File: src/rtl/ccff_bitstream_loader.sv
// Configuration-chain loader: serialises bitstream words MSB-first into the
// ccff chain, then rotates the chain once and compares CRC-8 of load vs read-back.
module ccff_bitstream_loader #(
    parameter int WORD_W = 8,
    parameter int LEN_W  = 16
) (
    input  logic              prog_clk,
    input  logic              pReset_n,
    input  logic              start,
    input  logic [LEN_W-1:0]  chain_len,
    input  logic [WORD_W-1:0] in_data,
    input  logic              in_valid,
    output logic              in_ready,
    output logic              ccff_head,
    input  logic              ccff_tail,
    output logic              ccff_shift_en,
    output logic              busy,
    output logic              done,
    output logic              readback_err,
    output logic [LEN_W-1:0]  bit_count
);
    localparam int WB_W = $clog2(WORD_W + 1);
    localparam logic [WB_W-1:0] WLAST = WB_W'(WORD_W - 1);

    typedef enum logic [2:0] {IDLE, LOAD, SHIFT, VERIFY, FIN} state_t;

    state_t            state;
    logic [LEN_W-1:0]  len;
    logic [WORD_W-1:0] shreg;
    logic [WB_W-1:0]   wcnt;
    logic [7:0]        crc_load;
    logic [7:0]        crc_rb;
    logic [LEN_W-1:0]  bit_count_nxt;

    function automatic logic [7:0] crc8_step(input logic [7:0] c, input logic b);
        return {c[6:0], 1'b0} ^ ({8{c[7] ^ b}} & 8'h07);
    endfunction

    assign bit_count_nxt = bit_count + 1'b1;
    assign in_ready      = (state == LOAD);
    assign ccff_shift_en = (state == SHIFT) || (state == VERIFY);
    assign busy          = (state != IDLE);
    // During verify the tail is fed straight back so the rotation is non-destructive.
    assign ccff_head     = (state == VERIFY) ? ccff_tail :
                           (state == SHIFT)  ? shreg[WORD_W-1] : 1'b0;

    always_ff @(posedge prog_clk or negedge pReset_n) begin
        if (!pReset_n) begin
            state        <= IDLE;
            len          <= '0;
            shreg        <= '0;
            wcnt         <= '0;
            bit_count    <= '0;
            crc_load     <= '0;
            crc_rb       <= '0;
            done         <= 1'b0;
            readback_err <= 1'b0;
        end else begin
            done <= 1'b0;
            case (state)
                IDLE: begin
                    if (start) begin
                        readback_err <= 1'b0;
                        bit_count    <= '0;
                        crc_load     <= '0;
                        crc_rb       <= '0;
                        len          <= chain_len;
                        state        <= (chain_len == '0) ? FIN : LOAD;
                    end
                end
                LOAD: begin
                    if (in_valid) begin
                        shreg <= in_data;
                        wcnt  <= '0;
                        state <= SHIFT;
                    end
                end
                SHIFT: begin
                    shreg     <= shreg << 1;
                    wcnt      <= wcnt + 1'b1;
                    bit_count <= bit_count_nxt;
                    crc_load  <= crc8_step(crc_load, shreg[WORD_W-1]);
                    // A partial last word is abandoned once the chain is full.
                    if (bit_count_nxt == len) begin
                        bit_count <= '0;
                        state     <= VERIFY;
                    end else if (wcnt == WLAST) begin
                        state <= LOAD;
                    end
                end
                VERIFY: begin
                    bit_count <= bit_count_nxt;
                    crc_rb    <= crc8_step(crc_rb, ccff_tail);
                    if (bit_count_nxt == len) state <= FIN;
                end
                FIN: begin
                    done         <= 1'b1;
                    readback_err <= (crc_load != crc_rb);
                    state        <= IDLE;
                end
                default: state <= IDLE;
            endcase
        end
    end
endmodule

File: config.mk
export PLATFORM = sky130hd
export DESIGN_NAME = ccff_bitstream_loader
export DESIGN_NICKNAME = d
export VERILOG_FILES = /design/src/rtl/ccff_bitstream_loader.sv
export SDC_FILE = /design/constraint.sdc
export NUM_CORES = 1
export LEC_CHECK = 0
export ABC_AREA = 1
export ABC_CLOCK_PERIOD_IN_PS = 2400
export CAP_MARGIN = 10
export CORE_ASPECT_RATIO = 0.75
export CORE_MARGIN = 10
export CORE_UTILIZATION = 55
export CTS_CLUSTER_SIZE = 28
export DETAILED_ROUTE_END_ITERATION = 10
export PLACE_DENSITY_LB_ADDON = 0.15
export SLEW_MARGIN = 25
export SYNTH_ARGS = -nofsm -noshare
export SYNTH_HDL_FRONTEND = slang
export SYNTH_SLANG_ARGS = --single-unit
File: constraint.sdc
create_clock -name prog_clk -period 2.4 [get_ports prog_clk]
set_input_delay 0.36 -clock prog_clk [delete_from_list [all_inputs] [get_ports prog_clk]]
set_output_delay 0.36 -clock prog_clk [all_outputs]
set_load 0.1 [all_outputs]
# --- Word level (Yosys, flattened, before mapping) ---
# Index checks and enable logic that the tools add are counted.
word_totals:
  ff_bits: 65
  latchBits: 0
  mem_bits_rw: 0
  romBits: 0
  in_bits: 29
  output_inout_bits: 22
  elab_cells: 64
  memories: 0
op_classes:
  addsub: 2
  n_mul: 0
  n_div: 0
  n_lt_le_gt_ge: 0
  n_eq_ne: 11
  shift: 0
  n_mux: 22
  bitwise: 4
  n_reduce_logical: 16
ops:
  columns: ["operator", "n"]
  rows:
  - ["one-hot mux 16 bit (3 select lines)", 1]
  - ["one-hot mux 8 bit (2 select lines)", 3]
  - ["two-way mux 16 bit", 2]
  - ["two-way mux 3 bit", 6]
  - ["adder 16 x 1 -> 16 bit (second input constant)", 1]
  - ["equality test 16 bit", 1]
  - ["logical NOT 16 bit", 1]
  - ["two-way mux 8 bit", 2]
  - ["bitwise XOR 8 x 3 -> 8 bit", 2]
  - ["one-hot mux 3 bit (4 select lines)", 1]
  - ["AND reduction 2 bit", 6]
  - ["!= test 8 bit", 1]
  - ["one-hot mux 4 bit (2 select lines)", 1]
  - ["nonzero test 2 bit", 4]
  - ["equality test 3 x 2 -> 1 bit (second input constant)", 2]
  - ["nonzero test 3 bit", 2]
  - ["adder 4 x 1 -> 4 bit (second input constant)", 1]
  - ["equality test 4 x 3 -> 1 bit (second input constant)", 1]
  - ["two-way mux 1 bit", 4]
  - ["two-way mux 4 bit", 1]
  - ["!= test 2 bit (second input constant)", 2]
  - ["AND reduction 4 bit", 1]
  - ["equality test 3 x 1 -> 1 bit (second input constant)", 1]
  - ["equality test 3 bit (second input constant)", 1]
  - ["other kinds (6)", 7]

# --- Depth between registers and ports, before layout ---
depth:
  depth_word: 4
  ltp_mapped: 15
  ltp_nobuf: 15

# --- Worst setup path before layout ---
# Ideal clock, no wire load.
synth_timing:
  path_kind: "register to register"
  from: "register state[2]"
  to: "register shreg[2]"
  setup_time_ns: 0.086
  arrival_ns: 3.789
  required_time_ns: 2.314
  slack_ns: -1.475
  stages_incl_launch_ff: 7
  n_path_buf: 1
  cell_sequence: "dfrtp_1 -> nor3_1 -> nand2_1 -> nand2_1 -> buf_2 -> nor2_1 -> nor3_1"
synth_between:
  elab_chain_cells: 3
  word_cells_on_any_way: 6
  classes_between: "eq/ne (3); mux (1); reduce/logical (2)"
synth_lines:
  columns: ["element", "line", "text"]
  rows:
  - ["from (decl)", "27", "state_t state;"]
  - ["from (signal assigned)", "68", "state <= (chain_len == '0) ? FIN : LOAD;"]
  - ["equality test 3 x 1 -> 1 bit *", null, null]
  - ["via in_ready", "13", "output logic in_ready,"]
  - ["!= test 2 bit (no line) or nonzero test 2 bit (tied branches)", null, null]
  - ["AND reduction 2 bit (no line)", null, null]
  - ["to (signal assigned)", "73", "shreg <= in_data;"]
  - ["to (signal assigned)", "79", "shreg <= shreg << 1;"]
  - ["to (decl)", "29", "logic [WORD_W-1:0] shreg;"]
# Mark *: on every way through the listed nets, which the timed path passes. The rest lies on a longest branch.
# A chain may end at the register's enable or synchronous reset.

# --- Worst setup path after layout ---
layout_timing:
  from: "register state[2]"
  to: "output port ccff_shift_en"
layout_between:
  elab_chain_cells: 2
  word_cells_on_any_way: 3
  classes_between: "eq/ne (2); reduce/logical (1)"
layout_lines:
  columns: ["element", "line", "text"]
  rows:
  - ["equality test 3 x 2 -> 1 bit", "41", "assign ccff_shift_en = (state == SHIFT) || (state == VERIFY);"]
  - ["logical OR 1 bit *", "41", null]
  - ["to (decl)", "16", "output logic ccff_shift_en,"]
# Mark *: on every way between the ends. The rest lies on a longest branch, timed or not.

==> metrics.md <==
| Metric | Value |
|---|---|
| Outcome | `finished clean` |
| Highest routed layer | `met4` |
| Number of max-cap violations | `0` |
| Fin nets | `576` |
| Final HPWL DP | `about 7000 µm` |
| WHS | `approximately 0.016 ns` |
| Initial antenna violation count | `0` |
| DRT Pass-1 Iters | `5` |
| Syn Inst Count | `483` |
| Worst skew pair latency | `roughly 0.36 ns` |
| Met2 WL | `4220 µm` |
| Largest net degree at the start of global routing | `66` |
| Drt via density | `approximately 5.4` |
| CTS tree | `yes` |
| Kind of critical path | `register to output port` |
| Setup TNS | `0 ns` |
| Max Clock Freq | `between 400 and 500 MHz` |
| Final ANT Viol Nets | `0` |
| Full die area | `10300 µm²` |
| Worst-path clk slew | `0.07 ns` |
| Input/output buffers | `50` |
| Number of global-route vias before repair | `3316` |
| WL final | `9580 µm` |
| Total gr overflow | `0` |
| Initial DRC count | `184` |
| CTS buffer count | `9` |
| Ant diodes | `0` |
| Core Rows | `25` |
| Most common cell after layout, fill and taps aside | `nand2_1` |
| Die X | `~110 µm` |
| Critical Path End Type | `output port` |
| Net count after synthesis | `514` |
| Initial Util | `0.572` |
| Worst EP required | `2.04 ns` |
| H-tree Lvls | `3` |
| Worst Skew | `0.00935 ns` |
| Wire per inst | `15.2 µm` |
| Clock buffer depth | `2` |
| Crit share post-route | `0.956` |
| Hold buffers post-CTS | `0` |
| Ys Warns | `0` |
| # DRC | `0` |
| Slew Limit Fails | `0` |
| Worst hold path class | `primary input to asynchronous set/reset pin` |
| Synth Area per Inst | `roughly 7.6 µm²` |
| Ys flop type | `dfrtp_1` |
| Core area | `~6400 µm²` |
| Worst slew pin tran | `0.518 ns` |
| Pwr Density | `~1300 nW/µm²` |
| Metal-1 WL | `4670 µm` |
| GP Congestion | `0.888` |
| Crit path launch type | `register` |
| Most frequent cells in the layout | `nand2_1 (145), inv_1 (66), dfrtp_1 (52), nand3_1 (36), nor2_1 (34)` |
| Layout Utilization | `0.708` |
| Clock root buffer | `clkbuf_8` |
| Distinct cells, synth | `39` |
| Leakage | `around 2 nW` |
| Layout area overhead | `23.9%` |
| Worst EP arrival | `about 1.9 ns` |
| All-Layer GR Usage | `0.188` |
| Yosys reg bits | `65` |
| Post-synth ARST share | `1.00` |
| Final hold vios | `0` |
| Die Y | `90.5 µm` |
| Met3 wire len | `584 µm` |
| Rel. slew slack | `0.651` |
| Max VDD drop | `approximately 0.00070 V` |
| First-pass GRT wire length | `roughly 16000 µm` |
| I/O Pins | `51` |
| CP max FO | `11` |
| Clock sink total | `65` |
| Seq/Total Area, Yosys | `0.446` |
| Post-Syn Area | `3650 µm²` |
| Total power | `5.80 mW` |
| Setup violations, final | `0` |
| Min cycle time layout | `2.29 ns` |
| Fraction of layout cells with a size suffix above 1 | `0.173` |
| Via count | `3395` |
| EDFF count, synth | `0` |
## area by class of cell
| cell class | instances | area, µm² |
|---|---|---|
| timing repair buffer | 60 | 561 |
| sequential | 65 | 1640 |
| clock inverter | 6 | 92.6 |
| multi-input combinational | 341 | 1740 |
| inverter | 68 | 255 |
| clock buffer | 10 | 128 |
| tap | 81 | 101 |
| fill | 538 | 1860 |
## critical path, stage by stage, from the launching register on
cell	delay, ns
dfrtp_1	0.45
nor2_1	0.22
inv_1	0.10
nor2_2	0.30
inv_2	0.18
nand2_1	0.15
buf_12	0.18
## flip-flops by register name (all words and copies together), names as in the netlist
register	cells
wcnt	4
len	16
crc_load	8
readback_err	1
crc_rb	8
done	1
shreg	8
bit_count	16
state	3
## cells in the mapped netlist, drive strengths merged (2+ instances only)
library cell | instances | area share
nand2 | 149 | 0.16
inv | 67 | 0.069
dfrtp | 65 | 0.45
nor2 | 44 | 0.056
o21ai | 41 | 0.067
nand3 | 39 | 0.057
o22ai | 18 | 0.031
nor3 | 11 | 0.016
nand4 | 8 | 0.014
a21oi | 6 | 0.011
clkbuf | 5 | 0.0051
nor4 | 5 | 0.0086
buf | 3 | 0.0086
xnor2 | 3 | 0.0072
xor2 | 3 | 0.0072
a211oi | 2 | 0.0041
ha | 2 | 0.0069
o2111ai | 2 | 0.0048
o21bai | 2 | 0.0051
## what timing repair did
action,in CTS,in global routing
resized for setup,0,7
hold endpoints to repair,0,0
endpoints found under the setup margin,0,11
setup buffers,0,2
## path summary, 6_finish.rpt
| kind | cells after the start | slack, ns | start | to |
|---|---|---|---|---|
| setup / recovery | 6 | 0.11 | state[2]$_DFFE_PN0P_ | ccff_shift_en |
| hold / removal | 2 | 0.02 | pReset_n | len[1]$_DFFE_PN0P_ |
| setup reg to reg | 13 | 0.17 | bit_count[0]$_DFFE_PN0P_ | bit_count[1]$_DFFE_PN0P_ |
| hold reg to reg | 2 | 0.51 | len[12]$_DFFE_PN0P_ | len[12]$_DFFE_PN0P_ |
| max in group asynchronous | 2 | 2.08 | pReset_n | bit_count[12]$_DFFE_PN0P_ |
| min in group prog_clk | 2 | 0.51 | len[12]$_DFFE_PN0P_ | len[12]$_DFFE_PN0P_ |
## report_power, final
part	switching [mW]	total [mW]	internal (mW)
clock	0.465	1.05	0.588
sequential	0.284	1.78	1.50
combinational	2.01	2.97	0.955
## per-layer routing
layer / global-route usage / up-vias
met5: 0 / -
met4: 0.0510 / 0
met3: 0.0458 / 13
met2: 0.277 / 95
met1: 0.266 / 1584
li1: - / 1703
## stage by stage
step | area, µm² | std cells | setup WS [ns]
floorplan | 3680 | 483 | 0.00685
global placement | 4260 | 613 | 0.177
detailed placement | 4260 | 613 | 0.0987
CTS | 4480 | 629 | 0.0779
global route | 4520 | 631 | -0.0401
finish | 4520 | 631 | 0.106
## logic make-up (layout without fill, tap and decap cells)
group | after synthesis | after routing | synth area share
and+or+nand+nor | 257 | 257 | 0.309
buffers and inverters | 77 | 144 | 0.0861
AOI/OAI and AO/OA | 75 | 75 | 0.131
DFF | 65 | 65 | 0.446
xor gates and xnor gates | 7 | 7 | 0.0206
adders and majority gates | 2 | 2 | 0.00686
Note: power is estimated with default switching activity, not from simulation.
